## src/rtl/sev_seg_capture.sv

```systemverilog
// ---------------------------------------------------------------------------
// sev_seg_capture
//
// Receive side of a multiplexed 8-digit seven-segment display. It samples the
// anode and segment pins, waits for each digit slot to settle, decodes the
// hex glyph, and rebuilds the 8 displayed digits. It also reports complete
// frames, illegal glyphs, and loss of scanning.
//
// Ports
//   clk          system clock
//   rst          asynchronous active-high reset
//   AN[7:0]      anode enables, active-low, bit i selects digit i
//   Seg[6:0]     segments {g,f,e,d,c,b,a}, active-low
//   clear_err    single-cycle pulse that clears err_pattern
//   digits[31:0] decoded digit i at [4i+3:4i]
//   blank[7:0]   digit i was last captured with every segment off
//   seen[7:0]    digits captured since the last frame_done
//   frame_done   one-cycle pulse when all 8 digits have been captured
//   err_pattern  sticky flag: an unrecognised glyph was captured
//   err_digit    index of the first bad digit since the last clear
//   display_lost no capture for TIMEOUT_CYCLES cycles
// ---------------------------------------------------------------------------
module sev_seg_capture #(
    parameter int SYNC_STAGES    = 2,
    parameter int STABLE_CYCLES  = 4,
    parameter int TIMEOUT_CYCLES = 1000000
) (
    input  logic        clk,
    input  logic        rst,
    input  logic [7:0]  AN,
    input  logic [6:0]  Seg,
    input  logic        clear_err,
    output logic [31:0] digits,
    output logic [7:0]  blank,
    output logic [7:0]  seen,
    output logic        frame_done,
    output logic        err_pattern,
    output logic [2:0]  err_digit,
    output logic        display_lost
);

    localparam int SCW = $clog2(STABLE_CYCLES + 1);
    localparam int TOW = $clog2(TIMEOUT_CYCLES + 1);
    localparam logic [SCW-1:0] STABLE_MAX  = SCW'(STABLE_CYCLES);
    localparam logic [SCW-1:0] STABLE_LAST = SCW'(STABLE_CYCLES - 1);
    localparam logic [TOW-1:0] TIMEOUT_MAX = TOW'(TIMEOUT_CYCLES);

    // Synchroniser chain on {AN,Seg}; element 0 is the raw pin value.
    logic [SYNC_STAGES:0][14:0] w_chain;
    assign w_chain[0] = {AN, Seg};

    genvar gi;
    generate
        for (gi = 0; gi < SYNC_STAGES; gi++) begin : g_sync
            logic [14:0] r_stage;
            always_ff @(posedge clk or posedge rst) begin
                if (rst) r_stage <= '1;
                else     r_stage <= w_chain[gi];
            end
            assign w_chain[gi+1] = r_stage;
        end
    endgenerate

    logic [14:0] w_sync;
    logic [7:0]  w_san;
    logic [6:0]  w_sseg;
    assign w_sync = w_chain[SYNC_STAGES];
    assign w_san  = w_sync[14:7];
    assign w_sseg = w_sync[6:0];

    // Stability tracking: the window restarts whenever the synchronised
    // pins move, which filters ghosting while the scanner switches digits.
    logic [14:0]    r_prev;
    logic [SCW-1:0] r_stab_cnt;
    logic           w_same;
    assign w_same = (w_sync == r_prev);

    always_ff @(posedge clk or posedge rst) begin
        if (rst) begin
            r_prev     <= '1;
            r_stab_cnt <= '0;
        end else begin
            r_prev <= w_sync;
            if (!w_same)
                r_stab_cnt <= '0;
            else if (r_stab_cnt != STABLE_MAX)
                r_stab_cnt <= r_stab_cnt + 1'b1;
        end
    end

    // Capture fires once, on the step into saturation, and only when
    // exactly one anode is driven.
    logic [7:0] w_sel;
    logic       w_one_hot;
    logic       w_capture;
    assign w_sel     = ~w_san;
    assign w_one_hot = (w_sel != 8'h00) && ((w_sel & (w_sel - 8'd1)) == 8'h00);
    assign w_capture = w_same && (r_stab_cnt == STABLE_LAST) && w_one_hot;

    logic [2:0] w_idx;
    always_comb begin
        w_idx = '0;
        for (int k = 0; k < 8; k++)
            if (w_sel[k]) w_idx = 3'(k);
    end

    // Glyph decode on active-high segments.
    logic [6:0] w_seg_on;
    logic [3:0] w_hex_val;
    logic       w_legal;
    logic       w_blank_pat;
    assign w_seg_on    = ~w_sseg;
    assign w_blank_pat = (w_seg_on == 7'h00);

    always_comb begin
        w_hex_val = 4'h0;
        w_legal   = 1'b1;
        case (w_seg_on)
            7'h3F: w_hex_val = 4'h0;
            7'h06: w_hex_val = 4'h1;
            7'h5B: w_hex_val = 4'h2;
            7'h4F: w_hex_val = 4'h3;
            7'h66: w_hex_val = 4'h4;
            7'h6D: w_hex_val = 4'h5;
            7'h7D: w_hex_val = 4'h6;
            7'h07: w_hex_val = 4'h7;
            7'h7F: w_hex_val = 4'h8;
            7'h6F: w_hex_val = 4'h9;
            7'h77: w_hex_val = 4'hA;
            7'h7C: w_hex_val = 4'hB;
            7'h39: w_hex_val = 4'hC;
            7'h5E: w_hex_val = 4'hD;
            7'h79: w_hex_val = 4'hE;
            7'h71: w_hex_val = 4'hF;
            default: w_legal = 1'b0;
        endcase
    end

    logic w_bad;
    assign w_bad = w_capture && !w_legal && !w_blank_pat;

    // Per-digit value and blank flags.
    generate
        for (gi = 0; gi < 8; gi++) begin : g_digit
            logic [3:0] r_digit;
            logic       r_blank;
            always_ff @(posedge clk or posedge rst) begin
                if (rst) begin
                    r_digit <= 4'h0;
                    r_blank <= 1'b1;
                end else if (w_capture && w_sel[gi]) begin
                    if (w_legal) begin
                        r_digit <= w_hex_val;
                        r_blank <= 1'b0;
                    end else if (w_blank_pat) begin
                        r_blank <= 1'b1;
                    end
                end
            end
            assign digits[4*gi +: 4] = r_digit;
            assign blank[gi]         = r_blank;
        end
    endgenerate

    // Frame tracking: seen sits at all-ones for exactly the frame_done cycle
    // and is cleared on the following edge.
    logic [7:0] r_seen;
    logic       r_frame_done;
    logic [7:0] w_seen_or;
    logic       w_frame;
    assign w_seen_or = r_seen | (w_capture ? w_sel : 8'h00);
    assign w_frame   = w_capture && (w_seen_or == 8'hFF) && (r_seen != 8'hFF);

    always_ff @(posedge clk or posedge rst) begin
        if (rst) begin
            r_seen       <= 8'h00;
            r_frame_done <= 1'b0;
        end else begin
            r_frame_done <= w_frame;
            if (r_frame_done)
                r_seen <= w_capture ? w_sel : 8'h00;
            else
                r_seen <= w_seen_or;
        end
    end

    // Error flag: a bad capture outranks a simultaneous clear, and the
    // index only latches when the flag is (or is being) cleared.
    logic       r_err_pattern;
    logic [2:0] r_err_digit;

    always_ff @(posedge clk or posedge rst) begin
        if (rst) begin
            r_err_pattern <= 1'b0;
            r_err_digit   <= 3'd0;
        end else if (w_bad) begin
            r_err_pattern <= 1'b1;
            if (!r_err_pattern || clear_err)
                r_err_digit <= w_idx;
        end else if (clear_err) begin
            r_err_pattern <= 1'b0;
        end
    end

    // Scan-loss watchdog.
    logic [TOW-1:0] r_to_cnt;

    always_ff @(posedge clk or posedge rst) begin
        if (rst)
            r_to_cnt <= '0;
        else if (w_capture)
            r_to_cnt <= '0;
        else if (r_to_cnt != TIMEOUT_MAX)
            r_to_cnt <= r_to_cnt + 1'b1;
    end

    assign seen         = r_seen;
    assign frame_done   = r_frame_done;
    assign err_pattern  = r_err_pattern;
    assign err_digit    = r_err_digit;
    assign display_lost = (r_to_cnt == TIMEOUT_MAX);

endmodule

```

## config.mk

```make
export PLATFORM = sky130hd
export DESIGN_NAME = sev_seg_capture
export DESIGN_NICKNAME = d
export VERILOG_FILES = /design/src/rtl/sev_seg_capture.sv
export SDC_FILE = /design/constraint.sdc
export NUM_CORES = 1
export LEC_CHECK = 0
export ABC_CLOCK_PERIOD_IN_PS = 4850
export CORE_MARGIN = 3
export CORE_UTILIZATION = 55
export CTS_CLUSTER_SIZE = 12
export DETAILED_ROUTE_END_ITERATION = 10
export GPL_ROUTABILITY_DRIVEN = 0
export PLACE_DENSITY = 0.86
export SLEW_MARGIN = 20
export SYNTH_ARGS = -nofsm -noshare
export SYNTH_HDL_FRONTEND = slang
export SYNTH_SLANG_ARGS = --single-unit
```

## constraint.sdc

```tcl
create_clock -name clk -period 4.85 [get_ports clk]
set_input_delay 0.485 -clock clk [delete_from_list [all_inputs] [get_ports clk]]
set_output_delay 0.485 -clock clk [all_outputs]
set_load 0.005 [all_outputs]
```

==> results of run 1 <==
==> placed cells by master (no fill, tap or decap), types with 7 or more instances in the layout <==
cell and count:
nand3_1 15, xnor2_1 13, clkdlybuf4s50_1 71, a21o_1 7
clkbuf_16 16, inv_1 22, o22ai_1 9, nand4_1 11
nor2_1 46, dfrtp_1 68, nand2_1 21, inv_6 7
o21ai_0 10, o2bb2ai_1 21, xor2_1 22, dfstp_2 53
nor3_1 24, a21oi_1 12
==> area by class of cell <==
cell class | instances | area (µm²)
clock buffers | 17 | 414
repair buffers | 73 | 726
well taps | 126 | 158
clock inverters | 15 | 190
flip-flops and latches | 121 | 3090
multi-input cells | 284 | 1870
inverters | 23 | 91.3
fillers | 588 | 2430
==> metal layers <==
metal	wire length (µm)	track usage [%]	vias to the layer above
met1	4820	28.6	1973
met5	0	0	-
met2	6050	38.7	190
met4	236	10.3	0
met3	806	5.60	24
li1	-	-	1749
==> flip-flops by register name (all words and copies together) (netlist names) <==
| name | count |
|---|---|
| g_digit.r_digit | 32 |
| frame_done | 1 |
| g_sync.r_stage | 30 |
| r_stab_cnt | 3 |
| seen | 8 |
| r_prev | 15 |
| g_digit.r_blank | 8 |
| r_to_cnt | 20 |
| err_digit | 3 |
| err_pattern | 1 |
==> critical path: stages, from the launching register on <==
cell and delay [ps]:
dfrtp_1 420, or4b_2 670, or4_1 560, nor2_1 260
clkdlybuf4s50_1 560
==> power breakdown <==
part	switching (mW)	internal [mW]
clock network	0.477	0.794
registers	0.0337	1.05
logic	0.0402	0.0294
==> worst paths after layout <==
path / end / slack [ps] / start
worst max register to register: g_digit[6].r_digit[0] / 1720 / g_sync[1].r_stage[8]
worst min register to register: g_sync[1].r_stage[14] / 350 / g_sync[0].r_stage[14]
worst min-delay path: g_sync[1].r_stage[14] / 350 / g_sync[0].r_stage[14]
max in group asynchronous: r_prev[12] / 3460 / rst
worst max-delay path: display_lost / 1380 / r_to_cnt[12]
min in group asynchronous: r_to_cnt[15] / 510 / rst
==> cell families after synthesis <==
family | count (synthesis) | share of synthesized area [%]
AND/OR/NAND/NOR | 159 | 16.4
buffers and inverters | 59 | 5.26
multiplexers | 7 | 1.43
XOR/XNOR | 35 | 5.86
AO/OA/AOI/OAI | 78 | 10.8
adder cells (fa/ha/maj) | 5 | 1.20
flip-flops | 121 | 59.1
==> metrics, run 1 <==
HP Class reg2reg; layout net count between 500 and 600; Seq/Total Area, Yosys roughly three fifths; FFs w/ async S/R, synth between 90% and 100%; GRT overflow 0; Gate Count Post-Synth ~460; CTS clock-pin slew for the worst setup and hold paths 60 ps; mapped cell area between 0.005 and 0.006 mm²; RSZ-0062 raised after global routing no; diode count 0; Tcrit/Tclk final between 70% and 80%; CTS tree yes; slew margin rel. around 42%; fraction of layout instances using a drive strength above 1 between 10% and 20%; Synth Flop Type dfrtp_1; Total GRT Usage between 20 and 25%; Area contributors post-synth dfrtp_1 33%, dfstp_2 27%, xor2_1 3.7%; Initial DRT Pass Iterations 5; die width ~100 µm; Yosys top cell area share 32.5%; Crit. End Element output pin; worst slew pin tran roughly 850 ps; worst skew pair latency 510 ps; H-tree depth 4; CP arrival between 2000 and 3000 ps; WHS Path Cells 0; Post-CTS Setup Bufs 0; initial antenna violation count 0; DP Worst Slack around 1900 ps; DRT Wirelength 11900 µm; placed cell area slightly below 0.006 mm²; vias in the first global route 3976; Ports 72; Die Span Y 104 µm; Finished Cell Area 0.00654 mm²; # DRC 0; required time of the critical path 4370 ps; drt via density between 5 and 6; total nets after synthesis between 400 and 500; Vias slightly below 4000; Syn Area/Cell roughly 11 µm²; Post-CTS Resized 0; skew final about 11 ps; CTS max path bufs 2; DIE AREA 0.0107 mm²; synth unique cells 53; largest net degree at the start of global routing 92; Ys Warns 0; hpwl dp around 7700 µm; Hold Worst Slack roughly 350 ps; initial drt markers 213; Final Total Pwr roughly 2.4 mW; synth cell count leaders 68 x dfrtp_1, 53 x dfstp_2, 46 x nor2_1; clk root buf clkbuf_8; first-pass GRT wire length roughly 20000 µm; clock net sink count 121; non-filler cells, final 659; Fin. Hold Viols 0; Setup WS post-layout between 1000 and 1500 ps; leakage power roughly 2.7 nW; top-count cell post-synth dfrtp_1; setup TNS 0 ps; # setup viols final 0; Placeable Area between 0.008 and 0.009 mm²; Setup CP Type reg2out; placed insts approximately 630; status finished clean; final core utilization between 70 and 80%; Synth area leader dfrtp_1; Initial Util 58.3%; Final min period between 3000 and 4000 ps; Slew Viols, Final 0; Routed wire per std cell approximately 18 µm; crit start category flop; Fmax achieved around 290 MHz; number of max-cap violations 0; Post-CTS Hold Fix Bufs 0; port buffer count 71; Post-synth EDFFs 0; Worst IR Drop VDD 220 µV; area delta synth->final 25.0%; antenna-violating nets left 0; cts bufs inserted 17; Pwr Density around 370 mW/mm²; worst r2r path cells 6; Core Rows 34; Yosys reg bits between 100 and 150; CP Max Fanout 5
(Power assumes the default switching activity.)
==> inputs of run 2 (changes only) <==
--- a/config.mk
+++ b/config.mk
@@ -5,7 +5,7 @@
 export SDC_FILE = /design/constraint.sdc
 export NUM_CORES = 1
 export LEC_CHECK = 0
-export ABC_CLOCK_PERIOD_IN_PS = 4850
+export ABC_CLOCK_PERIOD_IN_PS = 3400
 export CORE_MARGIN = 3
 export CORE_UTILIZATION = 55
 export CTS_CLUSTER_SIZE = 12
==> constraint.sdc (replaced) <==
create_clock -name clk -period 3.4 [get_ports clk]
set_input_delay 0.34 -clock clk [delete_from_list [all_inputs] [get_ports clk]]
set_output_delay 0.34 -clock clk [all_outputs]
set_load 0.005 [all_outputs]
==> metrics, run 2 (synthesis gave the netlist of run 1 again) <==
area delta synth->final 24.9%; leakage power 2.69 nW (-0.51%); flop-to-flop setup slack 330 ps (-1390 ps); Routed wire per std cell 17.7 µm (-2.3%); die width 104 µm (unchanged); HP Class in2reg; Slew Viols, Final 0 (unchanged); diode count 0 (unchanged); first-pass GRT wire length 19400 µm (-2.5%); number of max-cap violations 0 (unchanged); Hold Worst Slack 226 ps (-128 ps); most common cell after layout, fill and taps aside clkdlybuf4s50_1; setup TNS 0 ps (unchanged); H-tree depth 4 (unchanged); Ports 72 (unchanged); port buffer count 71 (unchanged); antenna-violating nets left 0 (unchanged); Fmax achieved around 300 MHz; skew final 9.81 ps (-1.63 ps); slew margin rel. 57.1% (+15 points); # DRC 0 (unchanged); Pwr Density 511 mW/mm² (+38%); Die Span Y 104 µm (unchanged); crit start category flop; fraction of layout instances using a drive strength above 1 20.0% (+0.64 points); Core Rows 34 (unchanged); status finished clean; initial drt markers 248 (+16%); Final min period approximately 3300 ps; CP Max Fanout 5 (unchanged); placed insts 630 (+0.48%); worst slew pin tran 638 ps (-215 ps); CTS tree yes; DIE AREA 0.0107 mm² (unchanged); CTS max path bufs 2 (unchanged); initial antenna violation count 0 (unchanged); GRT overflow 0 (unchanged); worst skew pair latency 520 ps (about the same); cts bufs inserted 17 (unchanged); non-filler cells, final 662 (+0.46%); layout net count 546 (+0.55%); final core utilization 72.8% (-0.084 points); hpwl dp 7700 µm (+0.50%); fillers 582 (-1.0%); Initial DRT Pass Iterations 5 (unchanged); Post-CTS Setup Bufs 0 (unchanged); largest net degree at the start of global routing 46 (-50%); top flop regs g_digit.r_digit: 32 flops, g_sync.r_stage: 30 flops, r_to_cnt: 20 flops; Initial Util 58.3% (unchanged); Placeable Area 0.00898 mm² (unchanged); Post-CTS Hold Fix Bufs 0 (unchanged); Worst IR Drop VDD 365 µV (+66%); drt via density 5.71 (-4.4%); Tcrit/Tclk final 95.9%; DRT Wirelength 11700 µm (-1.9%); CP arrival 2920 ps (-70 ps); Fin. Hold Viols 0 (unchanged); RSZ-0062 raised after global routing no; Crit. End Element output pin; max reg flops 32 (unchanged); most frequent cells in the layout 71 x clkdlybuf4s50_1, 68 x dfrtp_1, 53 x dfstp_2, 45 x nor2_1, 24 x nor3_1; clock net sink count 121 (unchanged); CTS clock-pin slew for the worst setup and hold paths 60 ps (about the same); clk root buf clkbuf_8; Final Total Pwr 3.34 mW (+38%); largest reg by FF count g_digit.r_digit; Total GRT Usage 22.8% (-0.34 points); vias in the first global route 3818 (-4.0%); # setup viols final 0 (unchanged); Setup CP Type reg2out; Vias 3780 (-4.0%); required time of the critical path 3060 ps (-1310 ps)
run 2: cell count changes in the layout (fill, tap and decap cells not counted):
cell,before,now
inv_6,7,1
clkinvlp_4,1,5
buf_4,2,5
clkinv_2,1,4
bufinv_16,3,2
nor2_1,46,45
nor2_4,0,1
run 2: repair_timing:
item / 4_1_cts / 5_1_grt
setup endpoints to repair: 0 / 1
resized for setup: 0 / 2
hold endpoints to repair: 0 / 0
run 2: power by group:
group	internal, mW	switching (mW)
clock	1.04	0.662
sequential	1.49	0.0463
combinational	0.0435	0.0586
total	2.58	0.766
run 2: worst paths after layout:
kind,start,to,cells past startpoint
worst max register to register,g_sync[1].r_stage[8],g_digit[6].r_digit[0],6
worst min-delay path,AN[5],g_sync[0].r_stage[12],1
max in group asynchronous,rst,g_sync[1].r_stage[9],3
worst max-delay path,r_to_cnt[12],display_lost,4
min in group asynchronous,rst,r_to_cnt[18],2
worst min register to register,g_sync[0].r_stage[4],g_sync[1].r_stage[4],0
run 2: area by class of cell:
| class | count | area, µm² | area share, % |
|---|---|---|---|
| timing repair buffer | 76 | 748 | 11.4 |
| inverter | 23 | 90.1 | 1.38 |
| sequential | 121 | 3090 | 47.3 |
| clock inverter | 15 | 154 | 2.35 |
| tap | 126 | 158 | 2.41 |
| multi-input combinational | 284 | 1880 | 28.7 |
| clock buffer | 17 | 414 | 6.34 |
run 2: through the flow:
step                instance area [µm²]  setup WS, ps
detailed placement                 5960           433
global route                       6540          40.0
global placement                   5960           540
floorplan                          5240           883
CTS                                6530          6.71
finish                             6540           139
run 2: critical path, stage by stage (launching register included):
cell and delay, ps:
dfrtp_1 420, or4b_2 680, or4_1 610, nor2_4 180, clkdlybuf4s50_1 520
run 2: metal layers:
metal / global-route usage, % / wire length, µm / vias up
met3: 5.91 / 740 / 26
met1: 28.3 / 4790 / 1837
li1: - / - / 1752
met4: 9.97 / 253 / 0
met5: 0 / 0 / -
met2: 37.8 / 5910 / 165
==> inputs of run 3 (changes only) <==
--- a/config.mk
+++ b/config.mk
@@ -11,7 +11,7 @@
 export CTS_CLUSTER_SIZE = 12
 export DETAILED_ROUTE_END_ITERATION = 10
 export GPL_ROUTABILITY_DRIVEN = 0
-export PLACE_DENSITY = 0.86
+export PLACE_DENSITY = 0.8
 export SLEW_MARGIN = 20
 export SYNTH_ARGS = -nofsm -noshare
 export SYNTH_HDL_FRONTEND = slang
==> metrics, run 3 (synthesis gave the netlist of run 1 again) <==
placed insts 630 (unchanged); worst skew pair latency 520 ps (about the same); Hold Worst Slack 226 ps (-0.878 ps); Cell Int Power 2.68 mW (+4.0%); Worst IR Drop VDD 312 µV (-14%); max reg flops 32 (unchanged); DRT Wirelength 11300 µm (-3.0%); WHS Path Cells 1 (unchanged); non-filler cells, final 662 (unchanged); worst slew pin tran 823 ps (+185 ps); CTS clock-pin slew for the worst setup and hold paths 60 ps (about the same); Die Span Y 104 µm (unchanged); Crit. End Element output pin; initial drt markers 178 (-28%); largest reg by FF count g_digit.r_digit; clock net sink count 121 (unchanged); Finished Cell Area 0.00658 mm² (+0.65%); first-pass GRT wire length 18600 µm (-4.3%); Slew Viols, Final 0 (unchanged); Total GRT Usage 21.9% (-0.85 points); GRT overflow 0 (unchanged); skew final 6.21 ps (-3.60 ps); Tcrit/Tclk final 95.4% (-0.54 points); Core Rows 34 (unchanged); CP arrival 2900 ps (-20 ps); largest net degree at the start of global routing 59 (+28%); crit start category flop; HP Class in2reg; port buffer count 71 (unchanged); Initial Util 58.3% (unchanged); Fmax achieved 308 MHz (+0.57%); crit-path cells or4b_2, or4_1, nor2_2, clkdlybuf4s50_1; CTS max path bufs 2 (unchanged); vias in the first global route 3690 (-3.4%); CTS tree yes; Sw Share 21.5% (-1.4 points); CP max stage delay 660 ps (-20 ps); H-tree depth 4 (unchanged); Fin. Hold Viols 0 (unchanged); worst r2r path cells 6 (unchanged); cts bufs inserted 17 (unchanged); Setup WS post-layout 157 ps (+18.4 ps); Ports 72 (unchanged); DIE AREA 0.0107 mm² (unchanged); Combinational Power Share 3.0% (about the same); CP Max Fanout 5 (unchanged); drt via density 5.74 (+0.50%); most common cell after layout, fill and taps aside clkdlybuf4s50_1; Placeable Area 0.00898 mm² (unchanged); placed cell area 0.00597 mm² (+0.21%); Flop pwr share 45.1% (-0.9 points); initial antenna violation count 0 (unchanged); Routed wire per std cell 17.1 µm (-3.0%); diode count 0 (unchanged); layout net count 546 (unchanged); antenna-violating nets left 0 (unchanged); area delta synth->final 25.7%; Post-CTS Hold Fix Bufs 0 (unchanged); top flop regs g_digit.r_digit: 32 flops, g_sync.r_stage: 30 flops, r_to_cnt: 20 flops; hpwl dp 7530 µm (-2.1%); Final Total Pwr 3.41 mW (+2.1%); RSZ-0062 raised after global routing no; DP Worst Slack 409 ps (-23.6 ps); # DRC 0 (unchanged); leakage power 2.72 nW (+0.89%); status finished clean; clk root buf clkbuf_8; fraction of layout instances using a drive strength above 1 19.6% (-0.37 points); Initial DRT Pass Iterations 5 (unchanged); Final min period 3240 ps (-18.4 ps); die width 104 µm (unchanged); Vias 3799 (+0.50%); final core utilization 73.3% (+0.47 points); Pwr Density 519 mW/mm² (+1.4%); slew margin rel. 45.0% (-12 points); number of max-cap violations 0 (unchanged); required time of the critical path 3060 ps (about the same); setup TNS 0 ps (unchanged); Crit-path slowest cell or4b_2; most frequent cells in the layout 71 x clkdlybuf4s50_1, 68 x dfrtp_1, 53 x dfstp_2, 45 x nor2_1, 24 x nor3_1; # setup viols final 0 (unchanged); Setup CP Type reg2out; Net Switching 0.733 mW (-4.3%); Clock Power Share 51.9% (+1.0 points)
==> run 3: cell types whose count changed in the layout (fill, tap and decap cells not counted), sizes merged <==
| cell | delta |
|---|---|
| clkbuf | +7 |
| clkinv | -7 |
| inv | +2 |
| bufinv | -1 |
| clkinvlp | -1 |
==> run 3: final timing paths <==
path                                       start                    end  slack (ps)
max in group asynchronous                    rst  g_sync[0].r_stage[12]        2290
max reg2reg                 g_sync[1].r_stage[8]  g_digit[6].r_digit[1]         370
max                                 r_to_cnt[12]           display_lost         160
min in group asynchronous                    rst           r_to_cnt[17]         340
min                                       Seg[4]   g_sync[0].r_stage[4]         230
min reg2reg                g_sync[0].r_stage[12]  g_sync[1].r_stage[12]         350
==> run 3: worst max-delay path: cells and delay by family, from the launching register on <==
family	cells	cell delay, ps
and+or+nand+nor	3	1430
buffers and inverters	1	540
DFF	1	420
==> run 3: final cells by class <==
class	count	area, µm²
Clock buffer	24	524
Multi-Input combinational cell	284	1870
Fill cell	613	2400
Tap cell	126	158
Timing Repair Buffer	76	761
Clock inverter	8	78.8
Sequential cell	121	3090
Inverter	23	90.1
==> run 3: power groups by stage <==
stage	logic [mW]	clock network, mW	registers, mW
finish	0.102	1.77	1.54
CTS	0.105	1.80	1.54
floorplan	0.0890	0	1.53
global placement	0.101	0	1.56
detailed placement	0.104	0	1.56
global route	0.114	1.86	1.55
==> run 3: repair_timing <==
action,4_1_cts,5_1_grt
setup buffers,0,0
setup endpoints to repair,0,1
gates resized for setup,0,1
==> run 3: routing by layer <==
metal,up-vias,GRT usage (%),wire (µm)
met4,0,7.98,172
met2,138,36.0,5680
met3,15,7.15,752
li1,1754,-,-
met5,-,0,0
met1,1892,27.3,4730
